File: config.mk
export PLATFORM = sky130hd
export DESIGN_NAME = serial_subtractor_flat
export DESIGN_NICKNAME = d
export VERILOG_FILES = /design/src/rtl/serial_subtractor_if.sv /design/src/rtl/serial_subtractor.sv /design/src/flat_wrapper.sv
export SDC_FILE = /design/constraint.sdc
export NUM_CORES = 1
export LEC_CHECK = 0
export ABC_AREA = 1
export BUFFER_PORTS_ARGS = -buffer_cell sky130_fd_sc_hd__clkbuf_2
export CAP_MARGIN = 40
export CORE_MARGIN = 2
export CORE_UTILIZATION = 30
export CTS_CLUSTER_SIZE = 10
export DETAILED_ROUTE_END_ITERATION = 12
export PLACE_DENSITY_LB_ADDON = 0.15
export SETUP_SLACK_MARGIN = 0.15
export SLEW_MARGIN = 20
export SYNTH_ARGS = -nofsm -noshare
export SYNTH_HDL_FRONTEND = slang
export SYNTH_SLANG_ARGS = --single-unit
File: constraint.sdc
create_clock -name clk -period 1.7 [get_ports clk]
set_clock_uncertainty 0.15 [all_clocks]
set_input_delay 0.255 -clock clk [delete_from_list [all_inputs] [get_ports clk]]
set_output_delay 0.255 -clock clk [all_outputs]
set_load 0.01 [all_outputs]
File: src/rtl/serial_subtractor_if.sv
// serial_subtractor_if: start/busy/done handshake and operand/result bus of the serial subtractor
interface serial_subtractor_if #(parameter int WIDTH = 8);
  logic start;
  logic [WIDTH-1:0] a;
  logic [WIDTH-1:0] b;
  logic bin;
  logic busy;
  logic done;
  logic [WIDTH-1:0] d;
  logic bout;
  modport master(output start, a, b, bin, input busy, done, d, bout);
  modport slave(input start, a, b, bin, output busy, done, d, bout);
endinterface

File: src/rtl/serial_subtractor.sv
// serial_subtractor: bit-serial D = A - B - BIN, LSB first, one full-subtractor cell and a borrow FF
module serial_subtractor #(parameter int WIDTH = 8) (
  input logic clk,
  input logic rst,
  serial_subtractor_if.slave s
);
  localparam int CW = WIDTH > 1 ? $clog2(WIDTH) : 1;
  localparam logic [CW-1:0] LAST = CW'(WIDTH - 1);
  typedef enum logic [1:0] {IDLE, RUN, DONE} state_t;
  state_t state, state_next;
  logic [WIDTH-1:0] sa, sb, sr, sr_next;
  logic [CW-1:0] cnt;
  logic br, di, br_next, accept, last;
  assign accept = state != RUN && s.start;
  assign last = cnt == LAST;
  assign di = sa[0] ^ sb[0] ^ br;
  assign br_next = (~sa[0] & sb[0]) | (~(sa[0] ^ sb[0]) & br);
  // each new difference bit enters at the MSB so the LSB lands at bit 0 after WIDTH shifts
  assign sr_next = WIDTH'({di, sr} >> 1);
  always_ff @(posedge clk)
    state <= rst ? IDLE : state_next;
  always_comb
    state_next = state == RUN ? (last ? DONE : RUN) : (s.start ? RUN : IDLE);
  always_comb begin
    s.busy = state == RUN;
    s.done = state == DONE;
  end
  always_ff @(posedge clk) begin
    if (rst) begin
      sa <= '0;
      sb <= '0;
      sr <= '0;
      br <= 1'b0;
      cnt <= '0;
      s.d <= '0;
      s.bout <= 1'b0;
    end else if (accept) begin
      sa <= s.a;
      sb <= s.b;
      br <= s.bin;
      cnt <= '0;
    end else if (state == RUN) begin
      sa <= sa >> 1;
      sb <= sb >> 1;
      sr <= sr_next;
      br <= br_next;
      cnt <= cnt + CW'(1);
      if (last) begin
        s.d <= sr_next;
        s.bout <= br_next;
      end
    end
  end
endmodule
File: src/flat_wrapper.sv
// flat-port wrapper written by rule: the top's interface ports become plain ports
module serial_subtractor_flat 
#(parameter int WIDTH = 8)
  (clk, rst, s_start, s_a, s_b, s_bin, s_busy, s_done, s_d, s_bout);
  serial_subtractor_if #(.WIDTH(WIDTH)) s_i ();
  input logic clk;
  input logic rst;
  input wire logic [$bits(s_i.start)-1:0] s_start;
  input wire logic [$bits(s_i.a)-1:0] s_a;
  input wire logic [$bits(s_i.b)-1:0] s_b;
  input wire logic [$bits(s_i.bin)-1:0] s_bin;
  output wire logic [$bits(s_i.busy)-1:0] s_busy;
  output wire logic [$bits(s_i.done)-1:0] s_done;
  output wire logic [$bits(s_i.d)-1:0] s_d;
  output wire logic [$bits(s_i.bout)-1:0] s_bout;
  assign s_i.start = s_start;
  assign s_i.a = s_a;
  assign s_i.b = s_b;
  assign s_i.bin = s_bin;
  assign s_busy = s_i.busy;
  assign s_done = s_i.done;
  assign s_d = s_i.d;
  assign s_bout = s_i.bout;
  serial_subtractor #(.WIDTH(WIDTH)) u_core (.clk(clk), .rst(rst), .s(s_i));
endmodule
==> results of run 1 <==
==> synth_stat cells, drive strengths merged <==
master | count | area [sq um]
a21oi | 4 | 20.02
buf | 13 | 108.9
dfxtp | 38 | 760.7
fa | 1 | 20.02
ha | 2 | 25.02
inv | 22 | 82.58
nand2 | 57 | 229.0
nand3 | 56 | 325.3
nor2 | 20 | 107.6
o21ai | 8 | 40.04
xor2 | 1 | 8.760
==> final timing paths <==
check / startpoint / end / slack [ns]
worst max register to register: u_core.cnt[0]$_SDFFE_PP0N_ / u_core.s.bout$_SDFFE_PP0P_ / 0.33
worst min register to register: u_core.sr[1]$_SDFFE_PP0P_ / u_core.s.d[0]$_SDFFE_PP0P_ / 0.31
worst min-delay path: s_b[7] / u_core.sb[7]$_SDFFE_PP0P_ / 0.07
worst max-delay path: u_core.state[0]$_SDFF_PP0_ / s_busy / 0.23
==> through the flow <==
stage / std cells / hold WS, ns / utilization / power, mW / cell area (sq um)
2_1_floorplan: 222 / 0.1741 / - / 1.126 / 1728
3_3_place_gp: 317 / 0.2931 / 0.3505 / 1.193 / 1942
3_5_place_dp: 317 / 0.2983 / 0.3505 / 1.194 / 1942
4_1_cts: 325 / 0.05976 / 0.3706 / 1.950 / 2053
5_1_grt: 328 / 0.08453 / 0.3747 / 2.030 / 2076
6_report: 328 / 0.07006 / 0.3747 / 1.920 / 2076
==> cell usage in the layout (no fill, tap or decap), types with 4 or more instances in the layout <==
cell      count
a21oi_1       4
buf_4         6
clkbuf_2     30
clkbuf_8      5
dfxtp_1      36
inv_1        19
nand2_1      55
nand3_1      47
nand3_2       9
nor2_1       18
o21ai_0       8
==> metal layers <==
layer  global-route usage  up-vias
li1                     -      772
met1               0.1624      640
met2               0.1967       21
met3              0.03620        6
met4              0.04576        0
met5                    0        -
==> power by group through the flow <==
stage | combinational, mW | sequential (mW) | clock (mW)
finish | 0.221 | 0.956 | 0.742
global route | 0.257 | 0.962 | 0.811
CTS | 0.218 | 0.957 | 0.776
detailed placement | 0.217 | 0.977 | 0
global placement | 0.216 | 0.977 | 0
floorplan | 0.156 | 0.970 | 0
==> worst register-to-register path, delay by kind of cell (launching register included) <==
kind	cells	cell delay, ns
AND/OR/NAND/NOR	4	0.47
flip-flops	1	0.36
adder cells (fa/ha/maj)	2	0.34
==> registers in the layout (all words and copies together) (netlist names) <==
signal and cells:
u_core.br 1, u_core.s.bout 1, u_core.sr 7, u_core.sa 8, u_core.sb 8, u_core.state 2, u_core.s.d 8, u_core.cnt 3
==> repair_timing <==
| action | 4_1_cts | 5_1_grt |
|---|---|---|
| pin swaps | 0 | 1 |
| gates resized for setup | 2 | 0 |
| setup endpoints to repair | 2 | 1 |
| buffers inserted | 0 | 3 |
==> area by class of cell <==
class / instances / area, sq um / share of cell area
inverters: 22 / 82.58 / 0.03978
clock inverters: 3 / 40.04 / 0.01929
repair buffers: 39 / 255.2 / 0.1230
clock buffers: 5 / 68.82 / 0.03315
multi-input cells: 149 / 775.7 / 0.3737
flip-flops and latches: 38 / 763.2 / 0.3677
well taps: 72 / 90.09 / 0.04340
==> kinds of logic (layout without fill, tap and decap cells) <==
group                      count (synthesis)  in the layout  share of synthesized area
buffers and inverters                     35             69                     0.1108
xor gates and xnor gates                   1              1                   0.005070
and+or+nand+nor                          133            133                     0.3831
adders and majority gates                  3              3                    0.02607
AOI/OAI and AO/OA                         12             12                    0.03476
DFF                                       38             38                     0.4403
==> flow_metrics.env, run 1 <==
export IMPL_run_status="finished clean"
export IMPL_path_buf_inv=2
export IMPL_synth_area_sq_mm=0.001728
export IMPL_area_growth_pct=20.13
export IMPL_vias=1439
export IMPL_syn_instance_count=222
export IMPL_cp_max_fo=9
export IMPL_fmaxAchievable_mhz=680.9
export IMPL_rsz0062_at_grt="false"
export IMPL_critPathCaptureType="output port"
export IMPL_crit_type="flip-flop to output port"
export IMPL_cts_tree="done"
export IMPL_num_fill_cells=613
export IMPL_finalSetupViolCount=0
export IMPL_core_area_sq_mm=0.005540
export IMPL_cts_made_buffers=5
export IMPL_tightest_slew_ns=0.3914
export IMPL_drive_gt1_frac=0.2539
export IMPL_sw_frac_of_total=0.2404
export IMPL_rows=27
export IMPL_highest_layer="met4"
export IMPL_intPower_mw=1.458
export IMPL_grt_first_pass_wirelength_microns=6251
export IMPL_p_leak_nw=1.058
export IMPL_fp_dieW_microns=79.89
export IMPL_met3WireLength_microns=148
export IMPL_grt_max_degree=25
export IMPL_grt_pass1_vias=1342
export IMPL_dp_hpwl_microns=2522
export IMPL_first_iter_violations=76
export IMPL_synth_fp_nets=245
export IMPL_fp_dieH_microns=79.89
export IMPL_crit_family="flip-flops"
export IMPL_port_buffer_count=30
export IMPL_pwr_share_comb=0.115
export IMPL_power_frac_seq=0.498
export IMPL_min_path_cells=3
export IMPL_peakVddDrop_v=0.0004014
export IMPL_wl_per_cell_microns=10.99
export IMPL_reg2regPathDepth=6
export IMPL_cts_hold_buf=0
export IMPL_maxCapViolations=0
export IMPL_nNetsFinal=278
export IMPL_avgSynthCellArea_sq_um=7.783
export IMPL_crit_slowest_cell="dfxtp_2"
export IMPL_dieArea_sq_mm=0.006382
export IMPL_cp_arrival_ns=1.06
export IMPL_totalWireLength_microns=3606
export IMPL_grt_usage=0.1252
export IMPL_worstPathCellList="inv_2 > nor2_8 > clkbuf_2"
export IMPL_cts_max_level=2
export IMPL_yosysSeqAreaShare=0.4403
export IMPL_synth_seq_cells=38
export IMPL_io_pins=31
export IMPL_clockBufferDepth=2
export IMPL_startpoint_type="flip-flop"
export IMPL_hp_class="input pin to flip-flop"
export IMPL_initial_utilization=0.3119
export IMPL_met1_length_microns=1767
export IMPL_fin_crit_sh=0.8639
export IMPL_cp_depth=3
export IMPL_numClockSinks=38
export IMPL_period_needed_ns=1.469
export IMPL_synth_warnings=0
export IMPL_cpPeakStageDelay_ns=0.37
export IMPL_clock_latency_ns=0.28
export IMPL_routed_via_density=4.387
export IMPL_hold_violations=0
export IMPL_slew_viol_final=0
export IMPL_required_ns=1.29
export IMPL_fin_ws_ns=0.2314
export IMPL_root_buffer="clkbuf_8"
export IMPL_antennaDiodeCount=0
export IMPL_grt_overflow=0
export IMPL_slew_headroom=0.7363
export IMPL_gp_congestion=0.6912
export IMPL_ys_types=16
export IMPL_wl_met2_microns=1636
export IMPL_post_place_ws_ns=0.2938
export IMPL_drtAntennaViolNets=0
export IMPL_p_per_area_mw_per_mm2=924.9
export IMPL_antenna_found_initial=0
export IMPL_first_pass_iters=4
export IMPL_drc=0
export IMPL_finalSetupTns_ns=0
export IMPL_p_clk_frac=0.387
export IMPL_switching_power_mw=0.4616
export IMPL_clk_pin_slew_ns=0.07
(Power assumes the default switching activity.)
==> inputs of run 2 (changes only) <==
--- a/config.mk
+++ b/config.mk
@@ -13,5 +13,5 @@
 export CTS_CLUSTER_SIZE = 10
 export DETAILED_ROUTE_END_ITERATION = 12
-export PLACE_DENSITY_LB_ADDON = 0.15
+export PLACE_DENSITY_LB_ADDON = 0.05
 export SETUP_SLACK_MARGIN = 0.15
 export SLEW_MARGIN = 20
--- a/constraint.sdc
+++ b/constraint.sdc
@@ -3,3 +3,3 @@
 set_input_delay 0.255 -clock clk [delete_from_list [all_inputs] [get_ports clk]]
 set_output_delay 0.255 -clock clk [all_outputs]
-set_load 0.01 [all_outputs]
+set_load 0.05 [all_outputs]
==> flow_metrics.env, run 2 (same netlist as run 1, synthesis figures left out) <==
export IMPL_run_status="finished clean"
export IMPL_antennaDiodeCount=0
export IMPL_rows=27
export IMPL_worstReg2RegEnd="u_core.sb[7]$_SDFFE_PP0P_"
export IMPL_root_buffer="clkbuf_8"
export IMPL_grt_max_degree=21
export IMPL_grt_first_pass_wirelength_microns=6279
export IMPL_cp_arrival_ns=1.08
export IMPL_vias=1399
export IMPL_final_common_cell="nand2_1"
export IMPL_io_pins=31
export IMPL_min_path_cells=3
export IMPL_gp_congestion=0.6875
export IMPL_required_ns=1.29
export IMPL_maxCapViolations=0
export IMPL_drive_gt1_frac=0.2578
export IMPL_clock_latency_ns=0.29
export IMPL_startpoint_type="flip-flop"
export IMPL_cts_max_level=2
export IMPL_hp_class="input pin to flip-flop"
export IMPL_final_cell_mix="nand2_1, nand3_1, dfxtp_1"
export IMPL_cts_made_buffers=5
export IMPL_grt_usage=0.1276
export IMPL_initial_utilization=0.3119
export IMPL_slew_viol_final=0
export IMPL_rr_startpoint="u_core.state[0]$_SDFF_PP0_"
export IMPL_clockBufferDepth=2
export IMPL_reg2regPathDepth=7
export IMPL_nNetsFinal=278
export IMPL_cp_max_fo=2
export IMPL_drc=0
export IMPL_reg_largest_list="u_core.s.d (8), u_core.sa (8), u_core.sb (8)"
export IMPL_crit_family="flip-flops"
export IMPL_fin_crit_sh=0.8730
export IMPL_grt_pass1_vias=1340
export IMPL_fp_dieW_microns=79.89
export IMPL_p_per_area_mw_per_mm2=936.7
export IMPL_slew_headroom=0.7597
export IMPL_area_growth_pct=19.48
export IMPL_routed_via_density=4.265
export IMPL_peakVddDrop_v=0.0006161
export IMPL_num_fill_cells=620
export IMPL_crit_slowest_cell="dfxtp_2"
export IMPL_p_leak_nw=1.051
export IMPL_dp_hpwl_microns=2522
export IMPL_critPathCaptureType="output port"
export IMPL_hold_violations=0
export IMPL_core_area_sq_mm=0.005540
export IMPL_first_pass_iters=3
export IMPL_period_needed_ns=1.484
export IMPL_clk_pin_slew_ns=0.08
export IMPL_drtAntennaViolNets=0
export IMPL_crit_type="flip-flop to output port"
export IMPL_cts_tree="done"
export IMPL_wl_per_cell_microns=11.22
export IMPL_totalWireLength_microns=3679
export IMPL_fmaxAchievable_mhz=673.8
export IMPL_dieArea_sq_mm=0.006382
export IMPL_first_iter_violations=68
export IMPL_numClockSinks=38
export IMPL_path_buf_inv=2
export IMPL_reg2reg_setup_slack_ns=0.27
export IMPL_finalSetupTns_ns=0
export IMPL_fp_dieH_microns=79.89
export IMPL_finalSetupViolCount=0
export IMPL_cpPeakStageDelay_ns=0.39
export IMPL_tightest_slew_ns=0.3567
export IMPL_min_delay_start="s_a[7]"
export IMPL_finalNonFillerCells=328
export IMPL_hold_path_end="u_core.sa[7]$_SDFFE_PP0P_"
export IMPL_port_buffer_count=30
export IMPL_cts_hold_buf=0
export IMPL_worstPathCellList="inv_2 > nor2_2 > clkbuf_4"
export IMPL_antenna_found_initial=0
export IMPL_dp_cells=318
export IMPL_grt_overflow=0
export IMPL_rsz0062_at_grt="false"
-- run 2: cell types whose count changed in the layout (fill, tap and decap cells not counted) --
cell,before,now
nor2_2,0,1
clkbuf_4,0,1
buf_4,6,8
clkbuf_2,30,28
buf_12,3,1
nor2_1,18,17
clkbuf_8,5,6
-- run 2: worst max path at each step --
stage	from	endpoint	slack, ns	cells after the start
floorplan	u_core.state[1]$_SDFF_PP0_	s_done	0.37	2
global placement	u_core.state[1]$_SDFF_PP0_	u_core.cnt[0]$_SDFFE_PP0N_	0.25	5
detailed placement	u_core.state[0]$_SDFF_PP0_	u_core.s.d[1]$_SDFFE_PP0P_	0.27	6
CTS	u_core.state[0]$_SDFF_PP0_	s_busy	0.12	3
global route	u_core.state[1]$_SDFF_PP0_	s_done	0.15	3
finish	u_core.state[1]$_SDFF_PP0_	s_done	0.22	3
-- run 2: layout make-up --
cell class              count  area (sq um)  area share
repair buffers             39         241.5      0.1170
inverters                  22         82.58     0.04000
clock buffers               5         68.82     0.03333
multi-input cells         149         778.2      0.3770
clock inverters             3         40.04     0.01939
flip-flops and latches     38         763.2      0.3697
well taps                  72         90.09     0.04364
-- run 2: repair_timing --
item / 4_1_cts / 5_1_grt
pin swaps: 0 / 1
buffers inserted: 0 / 2
gates resized for setup: 5 / 0
setup endpoints to repair: 2 / 1
-- run 2: worst min-delay path: stages --
cell and delay [ns]:
clkbuf_2 0.08, nand3_1 0.07, a21oi_1 0.06
-- run 2: through the flow --
step           cell area [sq um]  total power [mW]  utilization  hold slack, ns  setup WS (ns)
2_1_floorplan               1730             1.132            -          0.1741         0.3697
3_3_place_gp                1927             1.196       0.3478          0.2881         0.2487
3_5_place_dp                1927             1.193       0.3478          0.2916         0.2663
4_1_cts                     2049             1.960       0.3699         0.07198         0.1193
5_1_grt                     2064             2.039       0.3726         0.05884         0.1515
6_report                    2064             1.934       0.3726         0.08079         0.2159
-- run 2: routing by layer --
layer | track usage | part of all wire | vias to the layer above | wire length (microns)
met5 | 0 | 0 | - | 0
met4 | 0.04576 | 0.012 | 0 | 43
met3 | 0.03507 | 0.035 | 5 | 127
met2 | 0.1992 | 0.45 | 19 | 1645
met1 | 0.1679 | 0.51 | 603 | 1862
li1 | - | - | 772 | -
-- run 2: report_power, final --
part           switching [mW]  internal [mW]
registers              0.0248          0.931
logic                   0.129         0.0909
clock network           0.326          0.432
==> inputs of run 3 (changes only) <==
- clock period: 1.7 -> 1.2 ns (I/O delays scaled with it)
==> flow_metrics.env, run 3 (same netlist as run 1, synthesis figures left out) <==
export IMPL_dp_cells=331
export IMPL_hold_violations=0
export IMPL_crit_top_cell="buf_12"
export IMPL_fmaxAchievable_mhz=736.8
export IMPL_drc=0
export IMPL_hp_class="input pin to flip-flop"
export IMPL_reg2reg_setup_slack_ns=-0.14
export IMPL_fin_ws_ns=-0.1572
export IMPL_dp_hpwl_microns=2696
export IMPL_intPower_mw=2.382
export IMPL_met1_length_microns=2068
export IMPL_routed_via_density=4.446
export IMPL_cts_made_buffers=5
export IMPL_peakVddDrop_v=0.0005728
export IMPL_met3WireLength_microns=172
export IMPL_tightest_slew_ns=0.1950
export IMPL_grt_first_pass_wirelength_microns=6755
export IMPL_finalNonFillerCells=359
export IMPL_cpPeakStageDelay_ns=0.38
export IMPL_numClockSinks=38
export IMPL_core_area_sq_mm=0.005540
export IMPL_area_growth_pct=58.00
export IMPL_cp_max_fo=2
export IMPL_fp_dieW_microns=79.89
export IMPL_clock_latency_ns=0.29
export IMPL_first_iter_violations=23
export IMPL_first_pass_iters=4
export IMPL_grt_max_degree=16
export IMPL_failed_checks="negative setup slack"
export IMPL_antenna_found_initial=0
export IMPL_p_leak_nw=1.300
export IMPL_io_pins=31
export IMPL_cts_max_level=2
export IMPL_rsz0062_at_grt="true"
export IMPL_grt_overflow=0
export IMPL_pwr_share_comb=0.150
export IMPL_wl_met2_microns=1889
export IMPL_grt_pass1_vias=1436
export IMPL_sw_frac_of_total=0.2405
export IMPL_power_frac_seq=0.433
export IMPL_crit_family="flip-flops"
export IMPL_worstPathCellList="nor2_8 > buf_12 > buf_12"
export IMPL_crit_type="flip-flop to output port"
export IMPL_p_clk_frac=0.417
export IMPL_port_buffer_count=30
export IMPL_critPathCaptureType="output port"
export IMPL_nNetsFinal=309
export IMPL_gp_congestion=0.7266
export IMPL_highest_layer="met4"
export IMPL_maxCapViolations=0
export IMPL_required_ns=0.87
export IMPL_drive_gt1_frac=0.4913
export IMPL_dieArea_sq_mm=0.006382
export IMPL_clk_pin_slew_ns=0.09
export IMPL_run_status="finished, violations left"
export IMPL_startpoint_type="flip-flop"
export IMPL_switching_power_mw=0.7539
export IMPL_cp_arrival_ns=1.03
export IMPL_fp_dieH_microns=79.89
export IMPL_p_per_area_mw_per_mm2=1148
export IMPL_period_needed_ns=1.357
export IMPL_final_common_cell="nand2_1"
export IMPL_post_place_ws_ns=-0.07364
export IMPL_cts_tree="done"
export IMPL_root_buffer="clkbuf_8"
export IMPL_slew_headroom=0.8700
export IMPL_wl_per_cell_microns=11.64
export IMPL_path_buf_inv=2
export IMPL_fin_crit_sh=1.131
export IMPL_grt_usage=0.1378
export IMPL_clockBufferDepth=2
export IMPL_crit_slowest_cell="dfxtp_4"
export IMPL_slew_viol_final=0
export IMPL_vias=1596
export IMPL_rows=27
export IMPL_final_cell_mix="nand2_1, nand3_1, buf_4"
export IMPL_drtAntennaViolNets=0
export IMPL_antennaDiodeCount=0
export IMPL_initial_utilization=0.3119
export IMPL_totalWireLength_microns=4178
export IMPL_finalSetupViolCount=38
export IMPL_reg_largest_list="u_core.s.d (8), u_core.sa (8), u_core.sb (8)"
[run 3: per-layer routing]
layer / track usage / vias to the layer above
met5: 0 / -
met4: 0.05763 / 0
met3: 0.03507 / 8
met2: 0.2092 / 34
met1: 0.1850 / 715
li1: - / 839
[run 3: area by class of cell]
cell class              instances  area, sq um
flip-flops and latches         38        783.3
multi-input cells             150        948.4
clock buffers                   5        68.82
inverters                      22        87.58
clock inverters                 3        68.82
fillers                       560         2810
repair buffers                 69        683.2
well taps                      72        90.09
[run 3: worst reg2reg max path, stage by stage, from the launching register on]
cell and delay, ns:
dfxtp_4 0.38, nor2_8 0.13, buf_4 0.13, buf_12 0.12, nand2_8 0.08, nor2_4 0.17
nand2_1 0.07, nand2_1 0.05
[run 3: path summary, 6_finish.rpt]
check                             startpoint                    endpoint  cells past startpoint
setup / recovery  u_core.state[1]$_SDFF_PP0_                      s_busy                      3
hold / removal                        s_a[3]   u_core.sa[3]$_SDFFE_PP0P_                      5
setup reg to reg  u_core.state[1]$_SDFF_PP0_  u_core.s.d[7]$_SDFFE_PP0P_                      7
hold reg to reg    u_core.sr[1]$_SDFFE_PP0P_  u_core.s.d[0]$_SDFFE_PP0P_                      2
[run 3: power groups by stage]
stage	registers, mW	clock network [mW]	logic [mW]
global route	1.37	1.42	0.516
CTS	1.36	1.36	0.461
detailed placement	1.38	0	0.393
finish	1.36	1.31	0.469
floorplan	1.38	0	0.254
global placement	1.39	0	0.394
[run 3: what timing repair did]
item                       in CTS  in global routing
pin swaps                       5                  4
cloned                          3                  0
hold endpoints to repair        2                  0
setup endpoints to repair      49                 49
hold buffers                    2                  0
setup buffers                  14                  1
gates resized for setup        52                 20
[run 3: per-stage QoR]
step | utilization | total power [mW] | setup TNS (ns) | hold WS [ns] | area [sq um]
final | 0.4928 | 3.136 | -3.442 | 0.05244 | 2730
after global routing | 0.4928 | 3.307 | -5.607 | 0.05291 | 2730
after CTS | 0.4824 | 3.178 | -3.811 | 0.04582 | 2673
after detailed placement | 0.3945 | 1.778 | -0.1608 | 0.2963 | 2186
after global placement | 0.3945 | 1.779 | -0.1089 | 0.2937 | 2186
after floorplan | - | 1.632 | -0.03916 | 0.09907 | 1842
